## src/rtl/elm_layer_sequencer_pkg.sv

```systemverilog
// Shared definitions for the ELM hidden-layer sequencer.
// Provides the FSM state encoding, the default word widths and the counter
// width helpers used by the top level and the result collector.
// The default widths follow `dataWidth and `ROM_bitwidth when those macros
// are defined.
`ifndef dataWidth
`define dataWidth 16
`endif
`ifndef ROM_bitwidth
`define ROM_bitwidth 16
`endif

package elm_layer_sequencer_pkg;

    localparam int unsigned ELM_DATA_W = `dataWidth;
    localparam int unsigned ELM_OUT_W  = `ROM_bitwidth;

    typedef enum logic [1:0] {
        ST_LOAD  = 2'd0,
        ST_BCAST = 2'd1,
        ST_WAIT  = 2'd2,
        ST_DRAIN = 2'd3
    } state_t;

    // Counter wide enough to hold the bound itself, so counters never wrap.
    function automatic int unsigned cnt_w(input int unsigned bound);
        return $clog2(bound) + 1;
    endfunction

    // Index width for an array of n entries (at least one bit).
    function automatic int unsigned idx_w(input int unsigned n);
        return (n > 1) ? $clog2(n) : 1;
    endfunction

endpackage

```

## src/rtl/elm_result_collector.sv

```systemverilog
// Collects one activation per neuron while the sequencer waits.
// Ports:
//   clk, rst          clock, synchronous active-high reset
//   active            high while the sequencer is in WAIT
//   clear             end of drain: forget captured mask and timeout count
//   nrn_outvalid      per-neuron outvalid pulses
//   nrn_out           packed activations, neuron i at [i*OUT_W +: OUT_W]
//   res_c             result buffer as it will be after this edge
//   all_done_c        every neuron captured, including this cycle's pulses
//   timeout_c         last allowed WAIT cycle passed without completion
module elm_result_collector
    import elm_layer_sequencer_pkg::*;
#(
    parameter int unsigned NUM_NEURONS = 32,
    parameter int unsigned OUT_W       = ELM_OUT_W,
    parameter int unsigned TIMEOUT     = 64
) (
    input  logic                         clk,
    input  logic                         rst,
    input  logic                         active,
    input  logic                         clear,
    input  logic [NUM_NEURONS-1:0]       nrn_outvalid,
    input  logic [NUM_NEURONS*OUT_W-1:0] nrn_out,
    output logic [NUM_NEURONS*OUT_W-1:0] res_c,
    output logic                         all_done_c,
    output logic                         timeout_c
);

    localparam int unsigned TW = cnt_w(TIMEOUT);

    logic [NUM_NEURONS-1:0]       captured;
    logic [NUM_NEURONS-1:0]       new_mask;
    logic [NUM_NEURONS-1:0]       cap_next;
    logic [TW-1:0]                tcnt;
    logic [NUM_NEURONS*OUT_W-1:0] res_buf;

    // First pulse per neuron wins; on timeout the missing slots read as zero.
    always_comb begin
        new_mask   = active ? (nrn_outvalid & ~captured) : '0;
        cap_next   = captured | new_mask;
        all_done_c = active && (&cap_next);
        timeout_c  = active && !(&cap_next) && (tcnt == TW'(TIMEOUT - 1));
        res_c      = res_buf;
        for (int i = 0; i < int'(NUM_NEURONS); i++) begin
            if (new_mask[i]) begin
                res_c[i*OUT_W +: OUT_W] = nrn_out[i*OUT_W +: OUT_W];
            end else if (timeout_c && !cap_next[i]) begin
                res_c[i*OUT_W +: OUT_W] = '0;
            end
        end
    end

    // Captured mask and saturating WAIT-cycle counter.
    always_ff @(posedge clk) begin
        if (rst) begin
            captured <= '0;
            tcnt     <= '0;
        end else if (clear) begin
            captured <= '0;
            tcnt     <= '0;
        end else if (active) begin
            captured <= cap_next;
            if (tcnt != TW'(TIMEOUT - 1)) begin
                tcnt <= tcnt + TW'(1);
            end
        end
    end

    // Result storage is deliberately left out of reset.
    always_ff @(posedge clk) begin
        res_buf <= res_c;
    end

endmodule

```

## src/rtl/elm_layer_sequencer.sv

```systemverilog
// Sequences one hidden layer of ELM neurons: buffers an input vector,
// broadcasts it to all neurons as one contiguous valid burst, collects each
// neuron's activation and streams the results downstream in neuron order.
// Ports:
//   clk, rst                         clock, synchronous active-high reset
//   s_data, s_valid, s_ready         input vector stream
//   nrn_in, nrn_in_valid             broadcast word / valid to all neurons
//   nrn_outvalid, nrn_out            per-neuron result pulses and activations
//   m_data, m_valid, m_last, m_ready result stream, m_last on the last neuron
//   busy                             high in any state except LOAD
//   err_timeout                      sticky, set when WAIT times out
module elm_layer_sequencer
    import elm_layer_sequencer_pkg::*;
#(
    parameter int unsigned NUM_INPUTS  = 128,
    parameter int unsigned NUM_NEURONS = 32,
    parameter int unsigned DATA_W      = ELM_DATA_W,
    parameter int unsigned OUT_W       = ELM_OUT_W,
    parameter int unsigned TIMEOUT     = 64
) (
    input  logic                         clk,
    input  logic                         rst,
    input  logic [DATA_W-1:0]            s_data,
    input  logic                         s_valid,
    output logic                         s_ready,
    output logic [DATA_W-1:0]            nrn_in,
    output logic                         nrn_in_valid,
    input  logic [NUM_NEURONS-1:0]       nrn_outvalid,
    input  logic [NUM_NEURONS*OUT_W-1:0] nrn_out,
    output logic [OUT_W-1:0]             m_data,
    output logic                         m_valid,
    output logic                         m_last,
    input  logic                         m_ready,
    output logic                         busy,
    output logic                         err_timeout
);

    localparam int unsigned WW = cnt_w(NUM_INPUTS);
    localparam int unsigned OW = cnt_w(NUM_NEURONS);
    localparam int unsigned IW = idx_w(NUM_INPUTS);

    state_t                       state;
    logic [WW-1:0]                wcnt;
    logic [WW-1:0]                rcnt;
    logic [OW-1:0]                ocnt;
    logic [OW-1:0]                ocnt_inc;
    logic [DATA_W-1:0]            in_buf [NUM_INPUTS];
    logic [DATA_W-1:0]            first_word_c;
    logic                         accept_c;
    logic                         wait_c;
    logic                         drain_done_c;
    logic                         all_done_c;
    logic                         timeout_c;
    logic [NUM_NEURONS*OUT_W-1:0] res_c;

    assign accept_c     = (state == ST_LOAD) && s_valid && s_ready;
    assign wait_c       = (state == ST_WAIT);
    assign drain_done_c = (state == ST_DRAIN) && m_valid && m_ready
                          && (ocnt == OW'(NUM_NEURONS - 1));
    assign ocnt_inc     = ocnt + OW'(1);
    // With a one-word vector the first word is the one being accepted now.
    assign first_word_c = (NUM_INPUTS == 1) ? s_data : in_buf[0];

    elm_result_collector #(
        .NUM_NEURONS (NUM_NEURONS),
        .OUT_W       (OUT_W),
        .TIMEOUT     (TIMEOUT)
    ) u_collector (
        .clk          (clk),
        .rst          (rst),
        .active       (wait_c),
        .clear        (drain_done_c),
        .nrn_outvalid (nrn_outvalid),
        .nrn_out      (nrn_out),
        .res_c        (res_c),
        .all_done_c   (all_done_c),
        .timeout_c    (timeout_c)
    );

    // Input vector buffer; contents survive reset.
    always_ff @(posedge clk) begin
        if (accept_c) begin
            in_buf[IW'(wcnt)] <= s_data;
        end
    end

    // Sequencer FSM with registered stream and neuron outputs.
    always_ff @(posedge clk) begin
        if (rst) begin
            state        <= ST_LOAD;
            wcnt         <= '0;
            rcnt         <= '0;
            ocnt         <= '0;
            s_ready      <= 1'b1;
            nrn_in       <= '0;
            nrn_in_valid <= 1'b0;
            m_data       <= '0;
            m_valid      <= 1'b0;
            m_last       <= 1'b0;
            busy         <= 1'b0;
            err_timeout  <= 1'b0;
        end else begin
            case (state)
                ST_LOAD: begin
                    if (accept_c) begin
                        if (wcnt == WW'(NUM_INPUTS - 1)) begin
                            // Word 0 goes out on the first BCAST cycle, so the burst has no bubble.
                            wcnt         <= '0;
                            s_ready      <= 1'b0;
                            nrn_in       <= first_word_c;
                            nrn_in_valid <= 1'b1;
                            rcnt         <= WW'(1);
                            busy         <= 1'b1;
                            state        <= ST_BCAST;
                        end else begin
                            wcnt <= wcnt + WW'(1);
                        end
                    end
                end
                ST_BCAST: begin
                    if (rcnt == WW'(NUM_INPUTS)) begin
                        // Falling edge of valid starts the neurons' bias add.
                        nrn_in_valid <= 1'b0;
                        nrn_in       <= '0;
                        rcnt         <= '0;
                        state        <= ST_WAIT;
                    end else begin
                        nrn_in <= in_buf[IW'(rcnt)];
                        rcnt   <= rcnt + WW'(1);
                    end
                end
                ST_WAIT: begin
                    if (all_done_c || timeout_c) begin
                        if (timeout_c) begin
                            err_timeout <= 1'b1;
                        end
                        // res_c already includes this cycle's captures.
                        m_valid <= 1'b1;
                        m_data  <= res_c[OUT_W-1:0];
                        m_last  <= (NUM_NEURONS == 1);
                        state   <= ST_DRAIN;
                    end
                end
                ST_DRAIN: begin
                    if (m_valid && m_ready) begin
                        if (ocnt == OW'(NUM_NEURONS - 1)) begin
                            m_valid <= 1'b0;
                            m_last  <= 1'b0;
                            ocnt    <= '0;
                            s_ready <= 1'b1;
                            busy    <= 1'b0;
                            state   <= ST_LOAD;
                        end else begin
                            ocnt    <= ocnt_inc;
                            m_data  <= res_c[32'(ocnt_inc)*OUT_W +: OUT_W];
                            m_last  <= (ocnt_inc == OW'(NUM_NEURONS - 1));
                        end
                    end
                end
                default: state <= ST_LOAD;
            endcase
        end
    end

endmodule

```

## config.mk

```make
export PLATFORM = sky130hd
export DESIGN_NAME = elm_layer_sequencer
export DESIGN_NICKNAME = d
export VERILOG_FILES = /design/src/rtl/elm_layer_sequencer_pkg.sv /design/src/rtl/elm_result_collector.sv /design/src/rtl/elm_layer_sequencer.sv
export SDC_FILE = /design/constraint.sdc
export NUM_CORES = 2
export LEC_CHECK = 0
export CAP_MARGIN = 0
export CORE_AREA = 4 4 329 655
export DETAILED_ROUTE_END_ITERATION = 8
export DIE_AREA = 0 0 333 659
export PLACE_DENSITY = 0.68
export SETUP_SLACK_MARGIN = 0.2
export SYNTH_ARGS = -nofsm -noshare
export SYNTH_HDL_FRONTEND = slang
export SYNTH_SLANG_ARGS = --single-unit
```

## constraint.sdc

```tcl
create_clock -name clk -period 4.1 [get_ports clk]
set_input_delay 0.41 -clock clk [delete_from_list [all_inputs] [get_ports clk]]
set_output_delay 0.41 -clock clk [all_outputs]
set_load 0.01 [all_outputs]
```

==> reports/summary.md <==
The clock power share was 0.418; the transition at the pin with the smallest max-transition slack was 1.21 ns. The worst setup path is captured at a flip-flop. The run gives 0.0670 ns as the final-layout worst hold slack.

The clock arrives with 0.0593 ns of skew. The post-synthesis share of cell area spent on and, or, nand and nor gates was 0.0412. In this run the critical register-to-register path is launched from u_collector.tcnt[0]$_SDFFE_PP0P_.

The worst-case setup margin in the final layout is 0.160 ns. The wire-length estimate of the detail-placed layout is 292000 um. The count of endpoints failing setup in the final report is 0, and the area fraction in compound gates after synthesis is 0.0854. The congestion estimate from routability-driven global placement came to 1.14. The die span in y was 659 um. For this block, the via count after detailed routing is 65600.

The initial antenna violation count is 73. The number of nets in the synthesized netlist is 6546. The area share of xor/xnor cells in the synthesized design was 0.00234. After synthesis the cells add up to 0.105 mm2. The maximum clock frequency was 254 MHz; the share of post-route cells with drive strength above 1 was 0.266.

Start point of the critical path: u_collector.tcnt[0]$_SDFFE_PP0P_. At the worst endpoint, the arrival time is 4.69 ns. Input and output buffers added on the ports amount to 601. The run gives 6 as the number of iterations in the first detailed-routing pass. Setup repair after global routing could not meet its margin everywhere. The overall overflow remaining after global route came out at 0.

The register bit total from synthesis is 2668, and the fraction of the mapped netlist area in adder cells is 0.00119. Category of the critical setup timing path: reg -> reg. Clock latency on the worst-skew pair, taken at its later pin, is 0.89 ns. The clock tree synthesis step divided the H-tree into 4 levels. Of all nets on the critical path, the largest fanout is 18. The final layout contains 7760 nets.

The logs give 66000 for the number of global-route vias before repair and 0 for the number of hold violations in the final report. After clock tree synthesis, the clock-pin slew on the worst setup and hold paths is 0.07 ns. The portion of total power attributed to combinational logic came out at 0.029. Post-placement setup slack: -0.790 ns. Using the TritonRoute via totals, the vias-per-cell ratio works out to 6.43. The worst slew margin relative to its limit came out at 0.192. Average size of a mapped cell: 17.5 um2. Switching power as a share of total power: 0.205.

The type of origin of the critical path is a flip-flop. The number of DRC violations after detailed-routing iteration 0 is 7024, and the post-synthesis async set-or-reset flop share is 0. TritonCTS built the clock tree. In this run the remaining antenna-violating nets after routing total 0.

Counting every sink on the clock net gives 2668. Worst min-delay path class: in -> reg. The maximum ir drop on the vdd rail came out at 586 uV.

Summed over all layers, the routed wires come to 411000 um. After synthesis, the largest family of logic cells by area is multiplexers. Residual DRC count: 0. In the synthesized netlist, the number of instances is 5972.

Entering global routing, the biggest net connects 98 pins. The number of cell instances on the worst register-to-register path is 12, and the number of different library cells in the post-synthesis netlist is 86. The number of enable-type register cells in the synthesized netlist came out at 2048.

Summing internal, switching and leakage power gives 52.7 mW. The worst register-to-register path ends at m_data[5]$_SDFFE_PP0P_. In this run the static leakage power is 41.6 nW. After floorplanning, the core was divided into 238 placement rows.

For the final-report max-slew violation count, the log shows 0. The top flip-flop cell by instance count after synthesis was sky130_fd_sc_hd__edfxtp_1. Buffers inserted during clock tree synthesis total 227. At the worst endpoint, the required time is 4.85 ns. Adding up every negative setup slack in the final design gives 0 ns. The root buffer cell chosen for the clock tree is sky130_fd_sc_hd__clkbuf_16. In the final routed layout, each cell accounts on average for 40.2 um. The mux cell area share after synthesis was 0.148. The run gives 0.706 as the sequential-to-total area share from yosys stat.

The I/O pin total was 602; the total die area was 0.219 mm2. Relative contribution of sequential cells to total power: 0.553. The area growth from synthesis to layout is 22.0%. Measured along the x axis, the die boundary spans 333 um.

The logs give 0.372 for the total global routing track utilization and 0.498 for the effective utilization at floorplan. The power per unit of standard cell area was 413 mW/mm2. The internal reg-to-reg setup slack is 0.16 ns.

In this run the worst setup path terminates at m_data[5]$_SDFFE_PP0P_. The tools report the number of violations of the max-capacitance limit as 0. The clock period minus final worst setup slack works out to 3.94 ns. The flow ran to the end, and the final reports show no timing, DRC or antenna violations. The region available for standard cell placement spans 0.210 mm2. In this run the deepest clock path goes through 4 buffers. The logs give 41.9 mW for the internal power and 0 for the synthesis warning total. The first global-routing pass estimated 557000 um of wire.

The final period utilization was 0.961; the net switching power was 10.8 mW.
[metal layers]
layer  routed length (um)  up-vias  global-route usage
met3                30800     1124              0.0872
met1               128000    33800               0.390
met4                48500       38               0.346
met5                  252        -            0.000219
li1                     -    27000                   -
met2               203000     3654               0.616
[registers in the layout, summed over array words and instances (netlist names), named ones only]
register and cells:
err_timeout 1, m_data 16, u_collector.res_buf 512, s_ready 1
wcnt 8, rcnt 8, m_valid 1, m_last 1
u_collector.captured 32, busy 1, nrn_in 16, ocnt 6
u_collector.tcnt 7, in_buf 2048, nrn_in_valid 1, state 2
[how the worst min path moves through the flow]
stage                                    startpoint                              end  slack, ns  depth (start not counted)
floorplan           u_collector.res_buf[48]$_DFF_P_  u_collector.res_buf[48]$_DFF_P_       0.41                          2
global placement    u_collector.res_buf[34]$_DFF_P_  u_collector.res_buf[34]$_DFF_P_       0.42                          2
detailed placement  u_collector.res_buf[34]$_DFF_P_  u_collector.res_buf[34]$_DFF_P_       0.43                          2
CTS                                      s_data[11]          in_buf[2][11]$_DFFE_PP_       0.01                          1
global route                             s_data[11]         in_buf[47][11]$_DFFE_PP_       0.04                          1
finish                                   s_data[11]         in_buf[41][11]$_DFFE_PP_       0.07                          1
[cells in the mapped netlist, types with 28 or more instances]
library cell / number / share of area
sky130_fd_sc_hd__edfxtp_1: 2048 / 0.59
sky130_fd_sc_hd__mux4_2: 676 / 0.15
sky130_fd_sc_hd__dfxtp_1: 620 / 0.12
sky130_fd_sc_hd__a22o_1: 437 / 0.037
sky130_fd_sc_hd__nor2_1: 361 / 0.013
sky130_fd_sc_hd__clkbuf_1: 293 / 0.011
sky130_fd_sc_hd__nand2_1: 290 / 0.010
sky130_fd_sc_hd__nand3_1: 123 / 0.0059
sky130_fd_sc_hd__o21ai_0: 119 / 0.0057
sky130_fd_sc_hd__a21oi_1: 115 / 0.0055
sky130_fd_sc_hd__a22oi_1: 94 / 0.0067
sky130_fd_sc_hd__buf_1: 84 / 0.0030
sky130_fd_sc_hd__a221oi_1: 56 / 0.0047
sky130_fd_sc_hd__a31oi_1: 38 / 0.0023
sky130_fd_sc_hd__nor3_1: 38 / 0.0018
sky130_fd_sc_hd__nand4_1: 37 / 0.0022
sky130_fd_sc_hd__o22ai_1: 35 / 0.0021
sky130_fd_sc_hd__a211oi_1: 33 / 0.0024
sky130_fd_sc_hd__and2_1: 28 / 0.0017
[placed cells by master, fill, tap and decap left out, types with 20 or more instances in the layout]
master and instances:
sky130_fd_sc_hd__edfxtp_1 2048, sky130_fd_sc_hd__buf_4 707, sky130_fd_sc_hd__mux4_2 676, sky130_fd_sc_hd__dfxtp_1 611, sky130_fd_sc_hd__clkdlybuf4s50_1 584, sky130_fd_sc_hd__a22o_1 437, sky130_fd_sc_hd__nor2_1 336, sky130_fd_sc_hd__nand2_1 289
sky130_fd_sc_hd__clkbuf_16 233, sky130_fd_sc_hd__nand3_1 121, sky130_fd_sc_hd__a21oi_1 110, sky130_fd_sc_hd__o21ai_0 110, sky130_fd_sc_hd__a22oi_1 94, sky130_fd_sc_hd__buf_12 86, sky130_fd_sc_hd__diode_2 74, sky130_fd_sc_hd__a221oi_1 54
sky130_fd_sc_hd__clkbuf_1 52, sky130_fd_sc_hd__clkinv_2 41, sky130_fd_sc_hd__nand4_1 37, sky130_fd_sc_hd__a31oi_1 35, sky130_fd_sc_hd__nor3_1 33, sky130_fd_sc_hd__clkinv_1 31, sky130_fd_sc_hd__o22ai_1 31, sky130_fd_sc_hd__a211oi_1 31
sky130_fd_sc_hd__and2_1 25, sky130_fd_sc_hd__bufinv_16 25, sky130_fd_sc_hd__a221o_1 22, sky130_fd_sc_hd__a311oi_1 20
[kinds of logic (layout without fill, tap and decap cells)]
family	after synthesis	count (layout)
AO/OA/AOI/OAI	1161	1161
XOR/XNOR	28	28
adder cells (fa/ha/maj)	10	10
buffers and inverters	428	1827
flip-flops	2668	2668
multiplexers	704	704
other	0	74
AND/OR/NAND/NOR	973	973
[through the flow]
stage / cells / util / cell area [um2]
after detailed placement: 9713 / 0.570 / 120000
final: 10200 / 0.608 / 128000
after global placement: 9713 / 0.570 / 120000
after floorplan: 5972 / - / 105000
after CTS: 10100 / 0.606 / 127000
after global routing: 10200 / 0.608 / 128000
[timing repair]
action	4_1_cts	5_1_grt
setup endpoints to repair	13	16
hold buffers	1	0
gates resized for setup	31	55
buffers inserted	0	3
cloned	0	0
hold endpoints to repair	4	0
pin swaps	3	11
[final cells by class]
type | count | area, um2
antenna | 74 | 185
sequential | 2668 | 73900
clock inverter | 120 | 1250
timing repair buffer | 1392 | 13000
clock buffer | 294 | 6150
tap | 2760 | 3450
multi-input combinational | 2876 | 29700
inverter | 21 | 78.8
fill | 15600 | 82400
[power by group through the flow]
stage | registers, mW | clock network (mW) | logic [mW]
CTS | 29.2 | 22.3 | 1.48
detailed placement | 29.8 | 0 | 1.46
floorplan | 29.7 | 0 | 0.174
global placement | 29.8 | 0 | 1.44
global route | 29.1 | 23.4 | 1.55
finish | 29.2 | 22.1 | 1.52
[worst max-delay path, stage by stage (launching register included)]
cell and delay (ns):
sky130_fd_sc_hd__dfxtp_1 0.40, sky130_fd_sc_hd__ha_1 0.24, sky130_fd_sc_hd__and3b_1 0.19, sky130_fd_sc_hd__and2_2 0.40
sky130_fd_sc_hd__buf_12 0.26, sky130_fd_sc_hd__o21ai_1 0.13, sky130_fd_sc_hd__buf_4 0.20, sky130_fd_sc_hd__buf_4 0.18
sky130_fd_sc_hd__a22o_1 0.20, sky130_fd_sc_hd__a221oi_1 0.36, sky130_fd_sc_hd__nand3_1 0.52, sky130_fd_sc_hd__o21ai_2 0.55
sky130_fd_sc_hd__o32ai_2 0.12
No activity file was read; power rests on OpenSTA's default activity.
